[config.mk]
export PLATFORM = sky130hd
export DESIGN_NAME = ecpeta_share_arb
export DESIGN_NICKNAME = d
export VERILOG_FILES = /design/src/rtl/ecpeta_share_arb.sv
export SDC_FILE = /design/constraint.sdc
export NUM_CORES = 1
export LEC_CHECK = 0
export BUFFER_PORTS_ARGS = -buffer_cell sky130_fd_sc_hd__buf_4
export CAP_MARGIN = 20
export CORE_ASPECT_RATIO = 0.8
export CORE_MARGIN = 2
export CORE_UTILIZATION = 36
export CTS_CLUSTER_SIZE = 8
export DETAILED_ROUTE_END_ITERATION = 8
export HOLD_SLACK_MARGIN = 0.1
export PLACE_DENSITY = 0.67
export SYNTH_ARGS = -nofsm -noshare
export SYNTH_HDL_FRONTEND = slang
export SYNTH_SLANG_ARGS = --single-unit
export TNS_END_PERCENT = 5
[constraint.sdc]
create_clock -name clk -period 4.8 [get_ports clk]
set_clock_uncertainty 0.2 [all_clocks]
set_input_delay 0.72 -clock clk [delete_from_list [all_inputs] [get_ports clk]]
set_output_delay 0.72 -clock clk [all_outputs]
set_load 0.05 [all_outputs]
[src/rtl/ecpeta_share_arb.sv]
// Round-robin share of one external ECPETA adder between two requesters.
// Optional ECPETA_EXACT_CHECK_EN adds an exact-sum cross-check (out_err, err_cnt).
module ecpeta_share_arb #(
    parameter int N = 16
`ifdef ECPETA_EXACT_CHECK_EN
    ,
    parameter int CNT_W = 16
`endif
) (
    input  logic           clk,
    input  logic           rst,
    input  logic [1:0]     req_valid,
    output logic [1:0]     req_ready,
    input  logic [2*N-1:0] req_a,
    input  logic [2*N-1:0] req_b,
    output logic [N-1:0]   adder_a,
    output logic [N-1:0]   adder_b,
    input  logic [N-1:0]   adder_sum,
    output logic           out_valid,
    input  logic           out_ready,
    output logic [N-1:0]   out_sum,
    output logic           out_tag
`ifdef ECPETA_EXACT_CHECK_EN
    ,
    output logic           out_err,
    output logic [CNT_W-1:0] err_cnt
`endif
);

    logic         s1_valid;
    logic         s1_tag;
    logic [N-1:0] s1_a;
    logic [N-1:0] s1_b;
    logic         rr_ptr;
    logic         adv1;
    logic         adv2;
    logic [1:0]   grant;
    logic [1:0]   acc;
    logic         accept;
    logic         acc_idx;

    assign adv2 = !out_valid || out_ready;
    assign adv1 = !s1_valid || adv2;

    // Grant selection; with nobody asking, both are offered a slot
    always_comb begin
        grant = 2'b11;
        unique case (req_valid)
            2'b01:   grant = 2'b01;
            2'b10:   grant = 2'b10;
            2'b11:   grant = rr_ptr ? 2'b10 : 2'b01;
            default: grant = 2'b11;
        endcase
    end

    assign req_ready = grant & {2{adv1 && !rst}};
    assign acc       = req_valid & req_ready;
    assign accept    = |acc;
    assign acc_idx   = acc[1];

    assign adder_a = s1_a;
    assign adder_b = s1_b;

    // Stage 1: operand register and round-robin pointer
    always_ff @(posedge clk) begin
        if (rst) begin
            s1_valid <= 1'b0;
            s1_tag   <= 1'b0;
            s1_a     <= '0;
            s1_b     <= '0;
            rr_ptr   <= 1'b0;
        end else if (adv1) begin
            s1_valid <= accept;
            if (accept) begin
                s1_tag <= acc_idx;
                s1_a   <= acc_idx ? req_a[N +: N] : req_a[0 +: N];
                s1_b   <= acc_idx ? req_b[N +: N] : req_b[0 +: N];
                rr_ptr <= ~acc_idx;
            end
        end
    end

    // Stage 2: capture the adder result with its owner tag
    always_ff @(posedge clk) begin
        if (rst) begin
            out_valid <= 1'b0;
            out_sum   <= '0;
            out_tag   <= 1'b0;
        end else if (adv2) begin
            out_valid <= s1_valid;
            if (s1_valid) begin
                out_sum <= adder_sum;
                out_tag <= s1_tag;
            end
        end
    end

`ifdef ECPETA_EXACT_CHECK_EN
    logic [N-1:0] exact;
    logic         mism;

    assign exact = adder_a + adder_b;
    assign mism  = adder_sum != exact;

    // Mismatch flag travels with out_sum; counter saturates at all-ones
    always_ff @(posedge clk) begin
        if (rst) begin
            out_err <= 1'b0;
            err_cnt <= '0;
        end else if (adv2 && s1_valid) begin
            out_err <= mism;
            if (mism && !(&err_cnt)) begin
                err_cnt <= err_cnt + 1'b1;
            end
        end
    end
`endif

endmodule

==> flow_metrics.env <==
export IMPL_drv_cap=0
export IMPL_rsz0062_at_grt="no"
export IMPL_maxSlewViolCount=0
export IMPL_netlist_area_um2=2290
export IMPL_clk_path_buf_depth=2
export IMPL_yosys_cell_types_count=23
export IMPL_synth_seq_cells=53
export IMPL_leakagePower_nw=1.529
export IMPL_dp_hpwl_um=4829
export IMPL_syn_area_per_cell_um2=9.196
export IMPL_reg2reg_slack_ps=1940
export IMPL_grt_pass1_wl_um=10520
export IMPL_post_cts_buffers=0
export IMPL_rows=25
export IMPL_startpoint_type="flop"
export IMPL_power_mw=1.129
export IMPL_synth_nets=334
export IMPL_vias=2354
export IMPL_critical_path_max_fanout=36
export IMPL_setup_viol=0
export IMPL_ant_nets=0
export IMPL_whs_ps=269.6
export IMPL_startpoint="s1_valid"
export IMPL_grt_max_degree=57
export IMPL_path_class="flop to output port"
export IMPL_die_width_um=93.17
export IMPL_period_share=0.6371
export IMPL_tns_ps=0
export IMPL_insertion_delay_ps=300
export IMPL_yosys_warnings=0
export IMPL_regToRegStartpoint="s1_valid"
export IMPL_reg2reg_depth=4
export IMPL_ys_seq_area_frac=0.4634
export IMPL_drcViolationCount=0
export IMPL_grt_pass1_vias=2232
export IMPL_powerDensity_nw_per_um2=327.7
export IMPL_min_period_ps=3058
export IMPL_fmaxAchievable_ghz=0.3270
export IMPL_cp_required_ps=3880
export IMPL_numPortBuffers=136
export IMPL_dpl_cell_count=442
export IMPL_cts_hold_buf=0
export IMPL_clkTransAtPathRegs_ps=100
export IMPL_grt_ovfl_total=0
export IMPL_final_cells=451
export IMPL_area_growth_pct=50.49
export IMPL_peakVddDrop_uv=168.0
export IMPL_tritoncts="yes"
export IMPL_io_pins=137
export IMPL_worst_slew_pin_slew_ps=1022
export IMPL_cts_max_level=2
export IMPL_cts_sinks=53
export IMPL_timing_rr_end="adder_b[6]"
export IMPL_hold_class="flop to flop"
export IMPL_start_util=0.3793
export IMPL_cts_made_buffers=5
export IMPL_status="finished, final reports clean"
export IMPL_drive_above_1_share=0.4054
export IMPL_routed_wl_um=6924
export IMPL_n_antenna_cell=0
export IMPL_routed_via_density=5.220
export IMPL_drtPass1Iterations=4
export IMPL_worst_ep_arrival_time_ps=2140
export IMPL_globalRouteTotalUtil=0.1885
export IMPL_root_buffer="clkbuf_8"
export IMPL_drtIter0Drc=114
export IMPL_antenna_found_initial=0
export IMPL_endpoint="req_ready[1]"
export IMPL_slew_headroom=0.3170
export IMPL_fp_dieH_um=75.33
export IMPL_nNetsFinal=454
export IMPL_wl_per_cell_um=15.35
export IMPL_final_util=0.5708
export IMPL_critPathCaptureType="output port"
export IMPL_synthCells=249
export IMPL_core_area_um2=6037
export IMPL_place_congestion=0.7970
export IMPL_cts_resized=0
export IMPL_hold_viol=0
export IMPL_dieArea_um2=7018
-- per-layer routing --
| metal | GRT usage | wire length, um | up-vias |
|---|---|---|---|
| li1 | - | - | 1155 |
| met1 | 0.2491 | 3045 | 1089 |
| met2 | 0.3140 | 3270 | 108 |
| met3 | 0.05143 | 573 | 2 |
| met4 | 0.04412 | 35 | 0 |
| met5 | 0 | 0 | - |
-- layout by cell type, fill, tap and decap left out, drive strengths merged --
cell type	n
nor4b	1
nor2b	1
clkbuf	6
nor3	1
a21oi	54
nor2	3
bufinv	1
or2	1
and3b	1
nand2b	35
a221o	32
dfxtp	53
inv	2
nand3	18
nand2	1
clkinvlp	1
buf	139
nand3b	1
and4b	1
o21ai	18
-- critical path: stages (launching register included) --
cell and delay [ps]:
dfxtp_1 810, nand3b_4 510, nand2b_1 250, a21oi_1 70
buf_4 190
-- how the worst min path moves through the flow --
stage / startpoint / endpoint / slack, ps / cells past startpoint
finish: s1_tag / out_tag / 270 / 2
global route: out_sum[10] / out_sum[10] / 300 / 2
CTS: s1_tag / out_tag / 270 / 2
detailed placement: s1_tag / out_tag / 260 / 2
global placement: s1_tag / out_tag / 250 / 2
floorplan: s1_tag / out_tag / 240 / 2
-- logic make-up after synthesis --
kind of cell / Yosys count / synth area share
AO/OA/AOI/OAI: 104 / 0.2973
buffers and inverters: 28 / 0.06284
flip-flops: 53 / 0.4634
AND/OR/NAND/NOR: 64 / 0.1765
-- through the flow --
step	area, um^2	worst slack [ps]
floorplan	2290	1878
global placement	3283	1909
detailed placement	3311	2004
CTS	3431	1779
global route	3446	1564
finish	3446	1742
-- state kept, by name, summed over array words and instances (netlist names) --
register / flops
s1_tag: 1
adder_b: 16
out_valid: 1
rr_ptr: 1
out_tag: 1
adder_a: 16
s1_valid: 1
out_sum: 16
-- power by group --
group | leakage, nW | switching, mW | internal [mW] | total [mW]
clock | 0.0574 | 0.146 | 0.170 | 0.316
sequential | 0.438 | 0.0226 | 0.474 | 0.497
combinational | 1.03 | 0.191 | 0.125 | 0.316
total | 1.53 | 0.360 | 0.769 | 1.13
-- layout make-up --
type                            count  area (um^2)
Multi-Input combinational cell    168         1085
Clock buffer                        6        82.58
Fill cell                         574         2591
Timing Repair Buffer              139         1071
Inverter                            2        7.507
Clock inverter                      2        37.54
Sequential cell                    53         1061
Tap cell                           81        101.3
-- cells in the mapped netlist --
library cell / instances / share of area
buf_2: 4 / 0.0087
nand3_1: 18 / 0.039
buf_6: 4 / 0.020
and3b_1: 1 / 0.0038
inv_1: 1 / 0.0016
nor2_1: 3 / 0.0049
nand2_1: 1 / 0.0016
nand2b_1: 35 / 0.096
nor3_1: 1 / 0.0022
a21oi_1: 54 / 0.12
nand3b_4: 1 / 0.0087
buf_4: 1 / 0.0033
o21ai_1: 1 / 0.0022
a221o_1: 32 / 0.14
inv_2: 1 / 0.0016
clkbuf_1: 16 / 0.026
or2_1: 1 / 0.0027
nor2b_1: 1 / 0.0027
o21ai_0: 17 / 0.037
dfxtp_1: 53 / 0.46
buf_1: 1 / 0.0016
and4b_1: 1 / 0.0044
nor4b_4: 1 / 0.010
Power figures use the tool's default switching activity.
